==> src/rtl/food_placer.sv <==
`default_nettype none
// ============================================================================
// food_placer : places food at a free grid cell, random draws then raster scan
// Rev 1.0
// ============================================================================
module food_placer #(
  parameter int GRID_W    = 32,
  parameter int GRID_H    = 24,
  parameter int MAX_TRIES = 8,
  parameter int INIT_X    = 20,
  parameter int INIT_Y    = 12,
  localparam int XW = (GRID_W > 2) ? $clog2(GRID_W) : 1,
  localparam int YW = (GRID_H > 2) ? $clog2(GRID_H) : 1
) (
  input  logic          clk,
  input  logic          rst,
  input  logic          place_req,
  input  logic [7:0]    rnd,
  output logic          q_valid,
  output logic [XW-1:0] q_x,
  output logic [YW-1:0] q_y,
  input  logic          occ_hit,
  output logic          busy,
  output logic [XW-1:0] food_x,
  output logic [YW-1:0] food_y,
  output logic          food_valid,
  output logic          grid_full
);

  localparam int              c_CW       = $clog2(GRID_W * GRID_H) + 1;
  localparam int              c_TW       = $clog2(MAX_TRIES + 1);
  localparam logic [XW:0]     c_GW_EXT   = (XW + 1)'(GRID_W);
  localparam logic [YW:0]     c_GH_EXT   = (YW + 1)'(GRID_H);
  localparam logic [XW-1:0]   c_GW_LO    = XW'(GRID_W);
  localparam logic [YW-1:0]   c_GH_LO    = YW'(GRID_H);
  localparam logic [XW-1:0]   c_X_LAST   = XW'(GRID_W - 1);
  localparam logic [YW-1:0]   c_Y_LAST   = YW'(GRID_H - 1);
  localparam logic [c_CW-1:0] c_CNT_LAST = c_CW'(GRID_W * GRID_H - 1);
  localparam logic [c_TW-1:0] c_TRIES    = c_TW'(MAX_TRIES);

  typedef enum logic [2:0] {
    S_IDLE   = 3'd0,
    S_DRAW_X = 3'd1,
    S_DRAW_Y = 3'd2,
    S_QUERY  = 3'd3,
    S_CHECK  = 3'd4,
    S_SCAN   = 3'd5,
    S_FAIL   = 3'd6
  } state_t;

  state_t          r_state;
  logic [XW-1:0]   r_cand_x, r_q_x, r_food_x;
  logic [YW-1:0]   r_cand_y, r_q_y, r_food_y;
  logic [c_TW-1:0] r_tries;
  logic [c_CW-1:0] r_scan_cnt;
  logic            r_scan_mode, r_q_valid, r_busy, r_food_valid, r_grid_full;

  logic [XW-1:0]   w_rx, w_draw_x, w_scan_x;
  logic [YW-1:0]   w_ry, w_draw_y, w_scan_y;
  logic [c_TW-1:0] w_tries_nxt;
  logic            w_x_wrap;
  logic            w_unused_rnd;

  // r < 2*GRID_W always holds, so one conditional subtract folds it into range
  assign w_rx     = rnd[XW-1:0];
  assign w_ry     = rnd[YW-1:0];
  assign w_draw_x = ({1'b0, w_rx} >= c_GW_EXT) ? (w_rx - c_GW_LO) : w_rx;
  assign w_draw_y = ({1'b0, w_ry} >= c_GH_EXT) ? (w_ry - c_GH_LO) : w_ry;
  assign w_unused_rnd = ^rnd;

  assign w_x_wrap = (r_cand_x == c_X_LAST);
  assign w_scan_x = w_x_wrap ? '0 : r_cand_x + 1'b1;
  assign w_scan_y = !w_x_wrap ? r_cand_y :
                    (r_cand_y == c_Y_LAST) ? '0 : r_cand_y + 1'b1;

  assign w_tries_nxt = r_tries + 1'b1;

  always_ff @(posedge clk) begin
    if (rst) begin
      r_state      <= S_IDLE;
      r_cand_x     <= '0;
      r_cand_y     <= '0;
      r_q_x        <= '0;
      r_q_y        <= '0;
      r_food_x     <= XW'(INIT_X);
      r_food_y     <= YW'(INIT_Y);
      r_tries      <= '0;
      r_scan_cnt   <= '0;
      r_scan_mode  <= 1'b0;
      r_q_valid    <= 1'b0;
      r_busy       <= 1'b0;
      r_food_valid <= 1'b0;
      r_grid_full  <= 1'b0;
    end else begin
      r_q_valid    <= 1'b0;
      r_food_valid <= 1'b0;
      r_grid_full  <= 1'b0;
      case (r_state)
        S_IDLE: begin
          if (place_req) begin
            r_state     <= S_DRAW_X;
            r_busy      <= 1'b1;
            r_tries     <= '0;
            r_scan_mode <= 1'b0;
            r_scan_cnt  <= '0;
          end
        end
        S_DRAW_X: begin
          r_cand_x <= w_draw_x;
          r_state  <= S_DRAW_Y;
        end
        S_DRAW_Y: begin
          r_cand_y  <= w_draw_y;
          r_q_x     <= r_cand_x;
          r_q_y     <= w_draw_y;
          r_q_valid <= 1'b1;
          r_state   <= S_QUERY;
        end
        S_QUERY: r_state <= S_CHECK;
        S_CHECK: begin
          if (!occ_hit) begin
            r_food_x     <= r_cand_x;
            r_food_y     <= r_cand_y;
            r_food_valid <= 1'b1;
            r_busy       <= 1'b0;
            r_state      <= S_IDLE;
          end else if (!r_scan_mode) begin
            r_tries <= w_tries_nxt;
            if (w_tries_nxt == c_TRIES) begin
              r_scan_mode <= 1'b1;
              r_state     <= S_SCAN;
            end else begin
              r_state <= S_DRAW_X;
            end
          end else if (r_scan_cnt == c_CNT_LAST) begin
            r_state <= S_FAIL;
          end else begin
            r_state <= S_SCAN;
          end
        end
        S_SCAN: begin
          r_cand_x   <= w_scan_x;
          r_cand_y   <= w_scan_y;
          r_q_x      <= w_scan_x;
          r_q_y      <= w_scan_y;
          r_q_valid  <= 1'b1;
          r_scan_cnt <= r_scan_cnt + 1'b1;
          r_state    <= S_QUERY;
        end
        S_FAIL: begin
          r_grid_full <= 1'b1;
          r_busy      <= 1'b0;
          r_state     <= S_IDLE;
        end
        default: begin
          r_busy  <= 1'b0;
          r_state <= S_IDLE;
        end
      endcase
    end
  end

  assign q_valid    = r_q_valid;
  assign q_x        = r_q_x;
  assign q_y        = r_q_y;
  assign busy       = r_busy;
  assign food_x     = r_food_x;
  assign food_y     = r_food_y;
  assign food_valid = r_food_valid;
  assign grid_full  = r_grid_full;

endmodule
`default_nettype wire

==> config.mk <==
export PLATFORM = sky130hd
export DESIGN_NAME = food_placer
export DESIGN_NICKNAME = d
export VERILOG_FILES = /design/src/rtl/food_placer.sv
export SDC_FILE = /design/constraint.sdc
export NUM_CORES = 1
export LEC_CHECK = 0
export CAP_MARGIN = 20
export CORE_MARGIN = 2
export CORE_UTILIZATION = 45
export DETAILED_ROUTE_END_ITERATION = 7
export PLACE_DENSITY = 0.69
export SLEW_MARGIN = 10
export SYNTH_ARGS = -nofsm -noshare
export SYNTH_HDL_FRONTEND = slang
export SYNTH_SLANG_ARGS = --single-unit
==> constraint.sdc <==
create_clock -name clk -period 4 [get_ports clk]
set_input_delay 1.2 -clock clk [delete_from_list [all_inputs] [get_ports clk]]
set_output_delay 1.2 -clock clk [all_outputs]
set_load 0.02 [all_outputs]
## Word level (Yosys, flattened, before mapping)

Cells that the tools add are included.
Widths: inputs -> output; s select.

| cells by class | value |
|---|---|
| add/subtract/negate cells | 5 |
| order comparisons | 1 |
| equality and inequality tests | 15 |
| multiplexer cells | 30 |
| bitwise operators | 3 |
| reduce and logical (&&, ||, !) cells | 14 |

Operators by type and width:

| operator | number |
|---|---|
| $pmux 5 s2 | 3 |
| $pmux 11 s2 | 1 |
| $mux 5 | 4 |
| $pmux 3 s5 | 1 |
| $mux 3 | 4 |
| $mux 4 | 3 |
| $add 11x1->11 const B | 1 |
| $eq 11x10->1 const B | 1 |
| $mux 11 | 1 |
| $add 5x1->5 const B | 2 |
| $eq 5x5->1 const B | 2 |
| $ne 2x2->1 const B | 5 |
| $eq 3x3->1 const B | 3 |
| $mux 1 | 9 |
| $pmux 4 s2 | 1 |
| $reduce_bool 2->1 | 4 |
| $eq 3x2->1 const B | 2 |
| $reduce_and 2->1 | 3 |
| $reduce_and 3->1 | 2 |
| $ge 5x5->1 const B | 1 |
| $sub 5x5->5 const B | 1 |
| $add 4x1->4 const B | 1 |
| $eq 4x4->1 const B | 1 |
| $reduce_and 4->1 | 1 |
| 8 further kinds | 11 |

| word-level totals | value |
|---|---|
| register bits after elaboration | 48 |
| input bits | 12 |
| output and inout bits | 24 |
| word-level logic and storage cells | 81 |

## Depth between registers and ports, before layout

| logic depth | value |
|---|---|
| depth after elaboration | 6 |
| mapped depth | 7 |
| mapped depth without buffers | 6 |

## Worst setup path before layout

Ideal clock, no wire load.

| timing path | value |
|---|---|
| path type | in2reg |
| start point | input port place_req |
| end point | register r_scan_cnt[6] |
| setup time | 132 ps |
| data arrival time | 1,852 ps |
| data required time | 3,868 ps |
| path slack | 2,016 ps |
| stages on the path | 4 |
| path buffers | 0 |
| path through | nor2b_1 nand2_1 o311ai_0 a21oi_1 |

| between the ends | value |
|---|---|
| word-level cells in the longest chain between the ends | 2 |

RTL lines:

| element | line | RTL |
|---|---|---|
| start: declaration | 17 | `input logic place_req,` |
| $ne 2x2->1 (no line) | -- |  |
| $reduce_and 2->1 (no line) | -- |  |
| end signal: assignment | 147 | `r_scan_cnt <= r_scan_cnt + 1'b1;` |
| end: declaration | 55 | `logic [c_CW-1:0] r_scan_cnt;` |

No other way between the ends.
A chain may end at the register's enable or synchronous reset.

## Worst setup path after layout

| timing path | value |
|---|---|
| start point | register r_q_y[2], in the netlist q_y[2] |
| end point | output port q_y[2] |

RTL lines:

| element | line | RTL |
|---|---|---|
| start: declaration | 53 | `logic [YW-1:0] r_cand_y, r_q_y, r_food_y;` |
| start signal: assignment | 115 | `r_q_y <= w_draw_y;` |
| start signal: assignment | 145 | `r_q_y <= w_scan_y;` |
| end: declaration | 21 | `output logic [YW-1:0] q_y,` |

No word-level cell between the ends.

==> results.md <==
- After clock tree synthesis, the clock-pin slew on the worst setup and hold paths is 0.09 ns.
- The detailed-route DRC error count is 0.
- Traced cell by cell, the critical path runs through clkdlybuf4s50_1.
- For this run, the number of Yosys warnings is 0.
- The final cell count without fillers is ~370.
- The synthesized netlist net count is 293.
- Summed over all layers, the routed wires come to 5.10 mm.
- The synthesized design contains 48 register bits.
- The top flip-flop cell by instance count after synthesis is dfxtp_1.
- The depth of the CTS H-tree is 2.
- The gate family responsible for the most delay along the worst path is buffers and inverters.
- The via-per-instance ratio is 5.48.
- After synthesis, the share of flip-flops with an asynchronous set or reset is 0%.
- The detail route stage leaves a number of antenna-violating nets equal to 0.
- The sink count of the clock tree is 48.
- After detailed placement, the design holds a cell count of 364.
- The critical path is of the reg -> out type.
- The routed design could run at a clock period as short as 2.63 ns.
- After synthesis, the netlist uses 50 different library cells.
- The number of buffers added to fix hold violations after cts is 0.
- The mean post-synth cell area is 8.40 sq um.
- For this configuration, the core starts out at a cell density of 46.0%.
- The placed cell area is 2670 sq um.
- The startpoint of the lowest-slack hold path is food_y[1].
- The library cell used most frequently in the layout, excluding fill and tap cells, is dfxtp_1.
- The width of the die is roughly 76 um.
- The clock buffer count from CTS is 5.
- Power spread over the standard cell area amounts to ~330 nW/um^2.
- In this run the worst setup path begins at q_y[2].
- The via count of the first global-routing pass is 1,789.
- Synthesis produced a netlist whose cell count is 276.
- The initial antenna violation count is 0.
- The routed wire length per instance is around 14 um.
- TritonCTS built the clock tree.
- The largest net degree at the start of global routing is 23.
- In the final timing run, aggregate negative setup slack is 0 ns.
- The tool flagged a number of max-cap violations equal to 0.
- The placeable core region is ~5000 sq um.
- The layout has 491 filler cells.
- The flow ran to the end, and the final reports show no timing, DRC or antenna violations.
- The final-stage net count is 318.
- The worst pin sits at a relative slew slack of 44.6%.
- Summing over every cut layer, the via total after detailed routing is 2,034.
- Across the routed clock network, the largest skew measured is 0.00874 ns.
- The worst setup path is launched from a register.
- The y dimension of the die is 75.8 um.
- Setup violations remaining at the end of the flow were counted as 0.
- The layout cell share with drive strength beyond 1 is 6.31%.
- After clock tree synthesis, the setup repair step added 0 buffers.
- The source of the worst register-to-register timing path is r_state[2].
- Counting along the longest clock path gives a buffer depth of 2.
- The area growth from synthesis to layout is 18.4%.
- The HPWL after detailed placement is approximately 3.5 mm.
- The worst-case IR drop observed on VDD is 0.000178 V.
- The largest driver fanout on the critical path is 8.
- The boundary pin count is 36.
- The top cell types in the final layout, fill and taps aside, are dfxtp_1, nand2_1, clkdlybuf4s50_1.
- For this run, the total global-route usage over all layers was measured as 19.1%.
- Global routing finished with a remaining overflow of 0.
- The row count is 26.
- Setup repair after global routing left no endpoint under its margin.
- The total count of max-transition violations in the final report is 0.
- The count of inserted antenna diode cells is 0.
- The cell sitting at the root of the clock tree is a clkbuf_8.
- The delay of the slowest critical-path stage is 0.66 ns.
- For the worst-skew pair, the clock arrives at the later sink with an insertion delay of ~0.3 ns.
- The worst slack after detailed placement is 1.22 ns.
- Post-CTS repair changed the size of 0 cells.
- The first detailed-routing pass ran for 4 iterations.
- The global-route wire length before repair is between 8 and 9 mm.
- The total power after layout is between 0.0009 and 0.001 W.
- Across all setup checks in the final design, the least slack found is 1.37 ns.
- The die area is 5740 sq um.
- After the first detailed-routing iteration, the DRC count stood at roughly 130.
- For the worst setup path, the data arrival time is 1.43 ns.
- During placement, the flow inserted port buffers numbering 32.
- The sequential element share of the synthesized area is 41.4%.
- The number of endpoints with negative hold slack in the final report is 0.
- The cell leakage power is 0.954 nW.
- The required time at the endpoint of the critical path is 2.80 ns.
- The worst path uses 65.8% of the clock period.
- The critical path buffer and inverter count is 1.
- The count of flip-flops with a built-in enable after synthesis is 0.
- The worst min-delay path category is reg -> reg.
- The finished cells cover 2750 sq um.
- At the pin with the least slew margin, the transition time is 0.830 ns.
- The nature of the critical path endpoint is an output pin.
- The cell with the biggest individual delay on the critical path is clkdlybuf4s50_1.
- The highest attainable clock frequency is between 0.3 and 0.4 GHz.
- The post-synth design cell area is 2320 sq um.
- The congestion estimate from routability-driven global placement came to 0.785.
==> routing by layer <==
layer / GRT usage [%] / up-vias / part of all wire, %
met5: 0 / - / 0
met4: 5.26 / 0 / 1.3
met3: 4.50 / 6 / 5.2
met2: 28.4 / 53 / 43
met1: 27.6 / 936 / 50
li1: - / 1039 / -
==> power breakdown <==
| part | switching [W] | total (W) | internal [W] | leakage [nW] |
|---|---|---|---|---|
| registers | 0.0000237 | 0.000516 | 0.000493 | 0.389 |
| logic | 0.0000601 | 0.000109 | 0.0000485 | 0.524 |
| clock network | 0.000159 | 0.000278 | 0.000119 | 0.0410 |
==> flip-flops by register name, summed over array words and instances (netlist names), 3 cells and up <==
signal and flops:
q_y 5, q_x 5, r_tries 4, r_scan_cnt 11, food_x 5, r_cand_x 5
food_y 5, r_state 3
==> path summary, 6_finish.rpt <==
kind / to / slack (ns) / depth (start not counted)
hold / removal: food_y[1] / 0.46 / 2
hold reg to reg: food_y[1] / 0.46 / 2
setup reg to reg: q_x[2] / 1.78 / 4
setup / recovery: q_y[2] / 1.37 / 1
==> worst register-to-register path, cell delays in order (launching register included) <==
cell	delay, ns
dfxtp_1	0.85
and3b_1	0.65
nor2_1	0.25
a221oi_1	0.29
nor2_1	0.06
==> stage by stage <==
stage,hold WS [ns],util (%)
after floorplan,0.446,-
after global placement,0.440,53.0
after detailed placement,0.448,53.0
after CTS,0.461,54.5
after global routing,0.477,54.5
final,0.457,54.5
==> synth_stat cells, types with 3 or more instances <==
cell type  count  area (sq um)
a211oi_1       7          52.6
a21oi_1       29           145
a22oi_1        3          22.5
and3_1         3          18.8
and3b_1        3          26.3
buf_2          4          20.0
buf_4          3          22.5
clkbuf_1      10          37.5
dfxtp_1       48           961
ha_1           5          62.6
inv_1          5          18.8
mux2i_1        5          50.1
nand2_1       35           131
nand3_1        6          30.0
nand3b_1      10          75.1
nand4_1        3          18.8
nand4b_1       3          26.3
nor2_1        30           113
nor2b_1        3          18.8
nor3_1         7          35.0
o211ai_1       4          30.0
o21ai_0        9          45.0
o21ai_1        3          15.0
or3_1          4          25.0
xor2_1         5          43.8
==> cell families (layout without fill, tap and decap cells) <==
| group | count (synthesis) | count (layout) | synth area share (%) |
|---|---|---|---|
| AOI/OAI and AO/OA | 68 | 68 | 18.1 |
| xor gates and xnor gates | 6 | 6 | 2.27 |
| adders and majority gates | 5 | 5 | 2.70 |
| buffers and inverters | 22 | 47 | 4.26 |
| DFF | 48 | 48 | 41.4 |
| muxes | 6 | 6 | 2.64 |
| and+or+nand+nor | 121 | 121 | 28.6 |
==> area by class of cell <==
class	instances	area [sq um]	share of cell area [%]
Clock inverter	1	5.00	0.182
Clock buffer	6	72.6	2.64
Timing Repair Buffer	35	343	12.5
Multi-Input combinational cell	206	1260	45.9
Tap cell	70	87.6	3.19
Sequential cell	48	961	35.0
Inverter	5	18.8	0.683
(Power assumes the default switching activity.)
